$ cat src/rtl/cpu_pkg.sv
// Shared types and constants for the Program 2 fixed-point divide engine.
package cpu_pkg;

    localparam int unsigned DM_DEPTH_DEF = 256;
    localparam int unsigned RF_DEPTH_DEF = 8;
    localparam int unsigned QBITS_DEF    = 24;
    localparam int unsigned DM_AW        = 8;

    typedef enum logic [3:0] {
        IDLE,
        LD0,
        LD1,
        LD2,
        DIV,
        ZERO,
        ST4,
        ST5,
        ST6,
        DONE
    } state_t;

    localparam logic [DM_AW-1:0] ADDR_DVD_HI = 8'd0;
    localparam logic [DM_AW-1:0] ADDR_DVD_LO = 8'd1;
    localparam logic [DM_AW-1:0] ADDR_DVS    = 8'd2;
    localparam logic [DM_AW-1:0] ADDR_Q2     = 8'd4;
    localparam logic [DM_AW-1:0] ADDR_Q1     = 8'd5;
    localparam logic [DM_AW-1:0] ADDR_Q0     = 8'd6;

    // R0..R2 hold the numerator on entry and the quotient on exit.
    localparam int unsigned R_Q2  = 0;
    localparam int unsigned R_Q1  = 1;
    localparam int unsigned R_Q0  = 2;
    localparam int unsigned R_REM = 3;
    localparam int unsigned R_DVS = 4;
    localparam int unsigned R_CNT = 5;

endpackage

$ cat src/rtl/data_mem.sv
// Byte-wide data memory: asynchronous read, synchronous write, no reset.
module data_mem
    import cpu_pkg::*;
#(
    parameter int unsigned DEPTH = DM_DEPTH_DEF,
    parameter int unsigned AW    = DM_AW
) (
    input  logic          clk_i,
    input  logic          we_i,
    input  logic [AW-1:0] addr_i,
    input  logic [7:0]    wdata_i,
    output logic [7:0]    rdata_o
);

    logic [7:0] Core [0:DEPTH-1];

    always_ff @(posedge clk_i) begin
        if (we_i) begin
            Core[addr_i] <= wdata_i;
        end
    end

    assign rdata_o = Core[addr_i];

endmodule

$ cat src/rtl/reg_file.sv
// 8-bit register file: one masked write port covering all entries, async reads.
module reg_file
    import cpu_pkg::*;
#(
    parameter int unsigned DEPTH = RF_DEPTH_DEF
) (
    input  logic                  clk_i,
    input  logic                  rst_i,
    input  logic [DEPTH-1:0]      we_i,
    input  logic [DEPTH-1:0][7:0] wdata_i,
    output logic [DEPTH-1:0][7:0] rdata_o
);

    logic [7:0] Registers [0:DEPTH-1];

    always_ff @(posedge clk_i) begin
        if (rst_i) begin
            for (int unsigned i = 0; i < DEPTH; i++) begin
                Registers[i] <= '0;
            end
        end else begin
            for (int unsigned i = 0; i < DEPTH; i++) begin
                if (we_i[i]) begin
                    Registers[i] <= wdata_i[i];
                end
            end
        end
    end

    always_comb begin
        for (int unsigned i = 0; i < DEPTH; i++) begin
            rdata_o[i] = Registers[i];
        end
    end

endmodule

$ cat src/rtl/cpu.sv
// Program 2 engine: hardwired sequencer driving a restoring 16.8 / 8 divider
// through the register file, operands and quotient held in data memory.
module cpu
    import cpu_pkg::*;
#(
    parameter int unsigned DM_DEPTH = DM_DEPTH_DEF,
    parameter int unsigned RF_DEPTH = RF_DEPTH_DEF,
    parameter int unsigned QBITS    = QBITS_DEF
) (
    input  logic Clk,
    input  logic Reset,
    input  logic Start,
    output logic Ack
);

    state_t state_q, state_d;
    logic   armed_q;

    logic                     dm_we;
    logic [DM_AW-1:0]         dm_addr;
    logic [7:0]               dm_wdata;
    logic [7:0]               dm_rdata;
    logic [RF_DEPTH-1:0]      rf_we;
    logic [RF_DEPTH-1:0][7:0] rf_wd;
    logic [RF_DEPTH-1:0][7:0] rf_rd;

    logic [8:0]  rem;
    logic        take;
    logic [23:0] shifted;

    data_mem #(
        .DEPTH (DM_DEPTH),
        .AW    (DM_AW)
    ) DM1 (
        .clk_i   (Clk),
        .we_i    (dm_we),
        .addr_i  (dm_addr),
        .wdata_i (dm_wdata),
        .rdata_o (dm_rdata)
    );

    reg_file #(
        .DEPTH (RF_DEPTH)
    ) RF1 (
        .clk_i   (Clk),
        .rst_i   (Reset),
        .we_i    (rf_we),
        .wdata_i (rf_wd),
        .rdata_o (rf_rd)
    );

    always_ff @(posedge Clk) begin
        if (Reset) begin
            state_q <= IDLE;
            armed_q <= 1'b0;
        end else begin
            state_q <= state_d;
            armed_q <= Start;
        end
    end

    always_comb begin
        state_d  = state_q;
        dm_we    = 1'b0;
        dm_addr  = ADDR_DVS;
        dm_wdata = '0;
        rf_we    = '0;
        rf_wd    = rf_rd;

        // Next numerator bit comes off the top of R0; subtract result fits 8 bits.
        rem     = {rf_rd[R_REM], rf_rd[R_Q2][7]};
        take    = (rem >= {1'b0, rf_rd[R_DVS]});
        shifted = {rf_rd[R_Q2][6:0], rf_rd[R_Q1], rf_rd[R_Q0], take};

        unique case (state_q)
            IDLE: begin
                if (armed_q) state_d = LD0;
            end
            LD0: begin
                dm_addr       = ADDR_DVD_HI;
                rf_we[R_Q2]   = 1'b1;
                rf_wd[R_Q2]   = dm_rdata;
                state_d       = LD1;
            end
            LD1: begin
                dm_addr       = ADDR_DVD_LO;
                rf_we[R_Q1]   = 1'b1;
                rf_wd[R_Q1]   = dm_rdata;
                state_d       = LD2;
            end
            LD2: begin
                // R2 is the fractional numerator byte, so it must start at zero.
                dm_addr       = ADDR_DVS;
                rf_we[R_DVS]  = 1'b1;
                rf_wd[R_DVS]  = dm_rdata;
                rf_we[R_REM]  = 1'b1;
                rf_wd[R_REM]  = '0;
                rf_we[R_CNT]  = 1'b1;
                rf_wd[R_CNT]  = 8'(QBITS);
                rf_we[R_Q0]   = 1'b1;
                rf_wd[R_Q0]   = '0;
                state_d       = (dm_rdata == 8'd0) ? ZERO : DIV;
            end
            DIV: begin
                rf_we[R_REM]  = 1'b1;
                rf_wd[R_REM]  = take ? (rem[7:0] - rf_rd[R_DVS]) : rem[7:0];
                rf_we[R_Q2]   = 1'b1;
                rf_we[R_Q1]   = 1'b1;
                rf_we[R_Q0]   = 1'b1;
                rf_wd[R_Q2]   = shifted[23:16];
                rf_wd[R_Q1]   = shifted[15:8];
                rf_wd[R_Q0]   = shifted[7:0];
                rf_we[R_CNT]  = 1'b1;
                rf_wd[R_CNT]  = rf_rd[R_CNT] - 8'd1;
                if (rf_rd[R_CNT] == 8'd1) state_d = ST4;
            end
            ZERO: begin
                rf_we[R_Q2]   = 1'b1;
                rf_we[R_Q1]   = 1'b1;
                rf_we[R_Q0]   = 1'b1;
                rf_wd[R_Q2]   = '1;
                rf_wd[R_Q1]   = '1;
                rf_wd[R_Q0]   = '1;
                state_d       = ST4;
            end
            ST4: begin
                dm_we    = 1'b1;
                dm_addr  = ADDR_Q2;
                dm_wdata = rf_rd[R_Q2];
                state_d  = ST5;
            end
            ST5: begin
                dm_we    = 1'b1;
                dm_addr  = ADDR_Q1;
                dm_wdata = rf_rd[R_Q1];
                state_d  = ST6;
            end
            ST6: begin
                dm_we    = 1'b1;
                dm_addr  = ADDR_Q0;
                dm_wdata = rf_rd[R_Q0];
                state_d  = DONE;
            end
            DONE: begin
                state_d = DONE;
            end
            default: begin
                state_d = IDLE;
            end
        endcase

        if (Start || Reset) begin
            state_d = IDLE;
            dm_we   = 1'b0;
            rf_we   = '0;
        end
    end

    assign Ack = (state_q == DONE);

endmodule

$ cat config.mk
export PLATFORM = sky130hd
export DESIGN_NAME = cpu
export DESIGN_NICKNAME = d
export VERILOG_FILES = /design/src/rtl/cpu_pkg.sv /design/src/rtl/data_mem.sv /design/src/rtl/reg_file.sv /design/src/rtl/cpu.sv
export SDC_FILE = /design/constraint.sdc
export NUM_CORES = 1
export LEC_CHECK = 0
export ABC_CLOCK_PERIOD_IN_PS = 2790
export BUFFER_PORTS_ARGS = -buffer_cell sky130_fd_sc_hd__buf_2
export CAP_MARGIN = 15
export CORE_MARGIN = 2
export CORE_UTILIZATION = 53
export CTS_BUF_LIST = sky130_fd_sc_hd__clkbuf_8
export DETAILED_ROUTE_END_ITERATION = 8
export GPL_TIMING_DRIVEN = 0
export PLACE_DENSITY_LB_ADDON = 0.12
export SETUP_SLACK_MARGIN = 0.15
export SKIP_LAST_GASP = 1
export SLEW_MARGIN = 25
export SYNTH_ARGS = -nofsm -noshare
export SYNTH_HDL_FRONTEND = slang
export SYNTH_SLANG_ARGS = --single-unit
$ cat constraint.sdc
create_clock -name Clk -period 2.79 [get_ports Clk]
set_clock_uncertainty 0.15 [all_clocks]
set_input_delay 0.4185 -clock Clk [delete_from_list [all_inputs] [get_ports Clk]]
set_output_delay 0.4185 -clock Clk [all_outputs]
set_load 0.05 [all_outputs]
==> impl_results.md, run 1 <==
* H-tree depth at 3
* Peak fanout along the critical path at 5
* Synthesized area per cell at 11.7 sq um
* N_diodes at 0
* Maximum vdd drop at 0.000290 V
* Cell Area, Synth at 4960 sq um
* Global-route wire length before repair at 16300 microns
* Max Fclk at 384 MHz
* Async set or reset register ratio after synthesis at 0%
* Final Hold Fails at 0
* P_leak at 2.05 nW
* Synth unique cells at 57
* Vias per Instance at around 5.6
* # setup viols final at 0
* Via count at 3248
* Die X at 101 microns
* Pre-antenna DRT Iters at 4
* DRC Markers at 0
* Worst slew pin tran at ~0.86 ns
* Most frequent cell after synthesis: edfxtp_1
* Max-slew violations at 0
* RSZ-0062 raised after global routing: true
* Post-Syn Instances at 423
* Worst EP arrival at 2.69 ns
* DR iter-0 viols at 212
* Slew HR at a little over two fifths
* Cts hold-fix bufs at 0
* I/O Pins at 4
* Crit end category: flip-flop
* Total core area at between 9000 and 10000 sq um
* Clk sinks at between 100 and 150
* Fin nets at between 400 and 500
* Worst-path clk slew at 0.09 ns
* Number of global-route vias before repair at 3108
* Met1 Use GR at a little under a third
* Initial antenna violation count at 0
* Max cap viols at 0
* Met3 Use GR at 3.61%
* Final period util at between 90% and 100%
* Status: finished clean
* Die area at around 10000 sq um
* Clk_lat worst skew at 0.36 ns
* Cts bufs inserted at 9
* Starting Density at a little over half
* Top cell type's share of synthesized area at 58.1%
* PD cells at 512 nW/um^2
* CTS root buffer: clkbuf_8
* Number of synthesized flops with an enable pin at 96
* Placement Setup Slack at -0.0531 ns
* Total Routing Usage GR at approximately 22%
* Setup slack, reg-to-reg at 0.19 ns
* Register area share after synthesis at 60.1%
* Worst reg2reg path startpoint: RF1.Registers[0][33]
* Gr busiest metal: met2
* Buffer depth of the longest clock path at 2
* Input/output buffers at 3
* Reg2Reg Depth at 10
* CTS tree: built
* Reg-to-reg critical path endpoint: RF1.Registers[0][24]
* Minimum clock period after layout at ~2.6 ns
* Total length of routed wires at 10200 microns
* Startpoint types: flip-flop
* Cell type with the largest total area after synthesis: edfxtp_1
* Avg WL per Cell at 17.4 microns
* Final worst setup slack at 0.185 ns
* Die Span Y at between 100 and 150 microns
* Ranking of synthesized cells by area: edfxtp_1 58%, nor2_1 4.8%, o21ai_0 3.0%, ha_1 2.5%, mux2i_1 2.4%
* Area growth syn-to-layout at 11.8%
* WP data required at approximately 2.9 ns
* Hold slack at 0.166 ns
* Final design utilization at 60.6%
* GP Congestion at roughly 0.82
* Fillers at 747
* Grt ovf at 0
* Worst Hold Depth at 2
* Share of cells above drive strength 1 at 14.3%
* Grt met2 use at 33.4%
* Most common flop cell mapped by yosys: edfxtp_1
* Crit Path Category: flip-flop to flip-flop
* Post-synth top cells: 96 x edfxtp_1, 64 x nor2_1, 30 x o21ai_0
* Yosys reg bits at 101
* Worst hold start: Start
* Post-DP HPWL at 7200 microns
* Hold endpoint: armed_q
* Ys Warns at 0
* Largest net degree at the start of global routing at 16
* Rows at 35
* DRT antenna net count at 0
* Hold Path Class: input pin to flip-flop
-- cell families (layout without fill, tap and decap cells) --
group                    Yosys count  count (layout)  synth area share (%)
buffers and inverters             45              73                  4.24
AND/OR/NAND/NOR                  145             145                  14.2
XOR/XNOR                          10              10                  1.77
multiplexers                      14              14                  3.03
other                              1              24                0.0756
AO/OA/AOI/OAI                     96              96                  13.7
adder cells (fa/ha/maj)           11              11                  2.93
flip-flops                       101             101                  60.1
-- power breakdown --
group	internal, mW	switching (mW)
Sequential	1.69	0.0197
Combinational	0.102	0.130
Clock	0.430	0.474
Total	2.22	0.624
-- sequential cells by signal, indices dropped and copies added, names as in the netlist --
signal / cells
state_q: 4
RF1.Registers: 48
armed_q: 1
DM1.Core: 48
-- critical path, stage by stage, from the launching register on --
cell	delay, ns
edfxtp_1	0.43
inv_2	0.09
ha_4	0.19
nor2b_4	0.12
o21a_1	0.19
o21a_1	0.21
o31a_1	0.31
o21ai_4	0.24
buf_12	0.16
mux2_4	0.30
nor2_1	0.08
-- final cells by class --
| cell class | count | area, sq um | share of cell area, % |
|---|---|---|---|
| inverter | 27 | 101 | 1.83 |
| timing repair buffer | 12 | 125 | 2.26 |
| tap | 111 | 139 | 2.50 |
| buffer | 18 | 109 | 1.96 |
| clock buffer | 10 | 138 | 2.48 |
| sequential | 101 | 2980 | 53.8 |
| multi-input combinational | 300 | 1900 | 34.2 |
| clock inverter | 6 | 55.1 | 0.992 |
-- cell usage in the layout, fill, tap and decap left out, drive strengths merged, types with 2 or more instances in the layout --
master,synthesis,routed
a21o,7,7
a21oi,22,22
a22oi,8,8
a2bb2oi,6,6
buf,13,24
clkbuf,5,16
clkinv,0,2
conb,1,24
dfxtp,5,5
edfxtp,96,96
ha,10,10
inv,27,29
mux2,2,2
mux2i,12,12
nand2,21,21
nand2b,10,10
nand3,4,4
nor2,65,65
nor2b,11,11
nor3,10,10
nor4,5,5
nor4b,3,3
o21a,5,5
o21ai,32,32
o21bai,2,2
o221ai,6,6
o31a,2,2
or2,6,6
or2b,2,2
or3,4,4
xnor2,6,6
xor2,4,4
-- through the flow --
stage,setup TNS (ns),cells,instance area [sq um],total power [mW]
global placement,-3.72,560,5200,1.93
finish,0,585,5550,2.84
floorplan,0,446,5050,1.88
global route,0,585,5550,2.94
CTS,0,579,5450,2.83
detailed placement,-0.841,561,5230,1.94
-- what timing repair did --
action | in CTS | in global routing
setup buffers | 2 | 5
gates cloned | 0 | 1
pin swaps | 1 | 1
gates resized for setup | 1 | 5
setup endpoints to repair | 27 | 16
-- worst max path at each step --
stage                    startpoint                    to  slack (ns)  cells past startpoint
2_1_floorplan            state_q[3]  RF1.Registers[0][24]        0.37                      5
3_3_place_gp             state_q[0]        DM1.Core[6][6]       -0.37                      4
3_5_place_dp                  Reset  RF1.Registers[0][28]       -0.05                      5
6_report       RF1.Registers[0][33]  RF1.Registers[0][24]        0.19                     10
4_1_cts        RF1.Registers[0][33]  RF1.Registers[0][24]        0.15                      9
5_1_grt        RF1.Registers[0][24]  RF1.Registers[0][24]        0.09                      9
-- routing by layer --
metal	part of all wire, %	up-vias
li1	-	1596
met1	46	1571
met5	0	-
met4	1.9	0
met3	4.4	16
met2	47	65
(Power assumes the default switching activity.)
==> run 2, diff against run 1 <==
--- a/config.mk
+++ b/config.mk
@@ -14,6 +14,7 @@
 export DETAILED_ROUTE_END_ITERATION = 8
 export GPL_TIMING_DRIVEN = 0
 export PLACE_DENSITY_LB_ADDON = 0.12
+export REMOVE_ABC_BUFFERS = 1
 export SETUP_SLACK_MARGIN = 0.15
 export SKIP_LAST_GASP = 1
 export SLEW_MARGIN = 25
==> run 2 against run 1 <==
Against the previous run: combinational power shrank 8.6%; largest power group unchanged; highest routed layer unchanged; largest cell class unchanged; routed wire length shrank 1.4%; critical endpoint is now RF1.Registers[0][28]; worst hold slack lost 0.014 ns.
==> impl_results.md, run 2 (synthesized netlist as in run 1, its figures left out) <==
* Status: finished clean
* P_int at 2.22 mW
* Commonest non-fill, non-tap cell in the layout: edfxtp_1
* DRT antenna net count at 0
* Grt ovf at 0
* Worst-path clk slew at 0.10 ns
* DR iter-0 viols at 245
* Part of the power in the clock network at 33.8%
* Clk sinks at roughly 100
* N_diodes at 0
* Most frequent cells in the layout: 96 x edfxtp_1, 64 x nor2_1, 30 x o21ai_0
* Number of global-route vias before repair at 3143
* Crit Path Category: flip-flop to flip-flop
* Reg-to-reg critical path endpoint: RF1.Registers[0][28]
* RSZ-0062 raised after global routing: true
* Die X at roughly 100 microns
* Pwr Total at 2.91 mW
* Crit end category: flip-flop
* Share of cells above drive strength 1 at 14.4%
* Flop pwr share at ~59%
* Vias per Instance at roughly 5.6
* Cts bufs inserted at 9
* Global-route wire length before repair at 16200 microns
* Buffer depth of the longest clock path at 2
* GP Congestion at 0.889
* Worst hold start: Reset
* Worst reg2reg path startpoint: RF1.Registers[0][24]
* Avg WL per Cell at 17.6 microns
* Max Fclk at 396 MHz
* Slew HR at roughly two fifths
* Startpoint types: flip-flop
* Max cap viols at 0
* I/O Pins at 4
* CTS root buffer: clkbuf_8
* Total length of routed wires at approximately 10000 microns
* Largest net degree at the start of global routing at 35
* Gate power share at 7.3%
* Initial antenna violation count at 0
* CTS tree: built
* Final worst setup slack at 0.266 ns
* P_leak at 1.98 nW
* Worst slew pin tran at 0.919 ns
* Post-DP HPWL at 6880 microns
* Fin nets at about 470
* Area growth syn-to-layout at 10.3%
* Total core area at between 9000 and 10000 sq um
* Die area at slightly above 10000 sq um
* # setup viols final at 0
* Final period util at slightly above 90%
* Placement Setup Slack at -0.523 ns
* Worst Hold Depth at 2
* Worst EP arrival at 2.48 ns
* Input/output buffers at 3
* Via count at 3200
* Max-slew violations at 0
* NetSw at 690 uW
* PD cells at 531 nW/um^2
* Net Sw Frac at about a quarter
* DRC Markers at 0
* Largest registers: DM1.Core x48, RF1.Registers x48, state_q x4
* Pre-antenna DRT Iters at 4
* Hold Path Class: input pin to flip-flop
* Maximum vdd drop at ~0.00044 V
* H-tree depth at 3
* Hold endpoint: armed_q
* Die Span Y at 101 microns
* Rows at 35
* WP data required at 2.74 ns
* Setup slack, reg-to-reg at 0.27 ns
* Minimum clock period after layout at 2.52 ns
* Final Hold Fails at 0
* Starting Density at 54.2%
* Reg2Reg Depth at 9
* Clk_lat worst skew at 0.37 ns
* Total Routing Usage GR at between 20% and 30%
* Peak fanout along the critical path at 9
* Cts hold-fix bufs at 0
==> run 2: cell type report <==
type / instances / area (sq um)
clock buffer: 9 / 124
clock inverter: 7 / 92.6
fill: 756 / 3680
inverter: 27 / 101
multi-input combinational: 300 / 1930
sequential: 101 / 2990
tap: 111 / 139
timing repair buffer: 13 / 100
==> run 2: what timing repair did <==
item	in CTS	in global routing
setup buffers	7	2
setup endpoints to repair	73	25
cloned	0	0
resized for setup	10	7
pin swaps	3	0
==> run 2: how the worst max path moves through the flow <==
stage                                 endpoint  slack, ns  cells after the start            startpoint
after floorplan                            Ack      -0.07                      2            state_q[0]
after global placement    RF1.Registers[0][26]      -0.85                      3            state_q[0]
after detailed placement  RF1.Registers[0][26]      -0.52                      3            state_q[2]
after CTS                  RF1.Registers[0][1]       0.15                      6            state_q[1]
after global routing      RF1.Registers[0][26]       0.14                      9  RF1.Registers[0][24]
final                     RF1.Registers[0][28]       0.27                      9  RF1.Registers[0][24]
==> run 2: through the flow <==
stage	setup TNS (ns)	hold WS, ns	utilization, %	cells	area, sq um
finish	0	0.151	59.8	568	5470
global route	0	0.159	59.8	568	5470
CTS	0	0.142	59.4	566	5430
detailed placement	-13.39	0.405	56.0	543	5120
global placement	-46.87	0.387	55.6	542	5090
floorplan	-0.0691	0.340	-	428	4940
==> run 2: per-layer routing <==
metal	wire length, microns	vias up	track usage (%)
met4	110	0	6.53
li1	-	1566	-
met5	0	-	0
met2	4920	58	35.3
met3	375	10	2.57
met1	4600	1566	30.0
==> run 2: worst max-delay path, stage by stage, from the launching register on <==
cell and delay, ns:
edfxtp_1 0.41, ha_1 0.31, nor2b_1 0.13, o21a_1 0.18, o21a_1 0.20, o31a_1 0.30, o21ai_4 0.16, buf_12 0.15
mux2i_1 0.20, nor2_1 0.06
==> run 2: power by group through the flow <==
stage / logic (mW) / registers [mW] / clock network, mW
floorplan: 0.144 / 1.74 / 0
finish: 0.213 / 1.71 / 0.982
global placement: 0.186 / 1.74 / 0
detailed placement: 0.190 / 1.75 / 0
CTS: 0.205 / 1.71 / 0.993
global route: 0.236 / 1.72 / 1.05
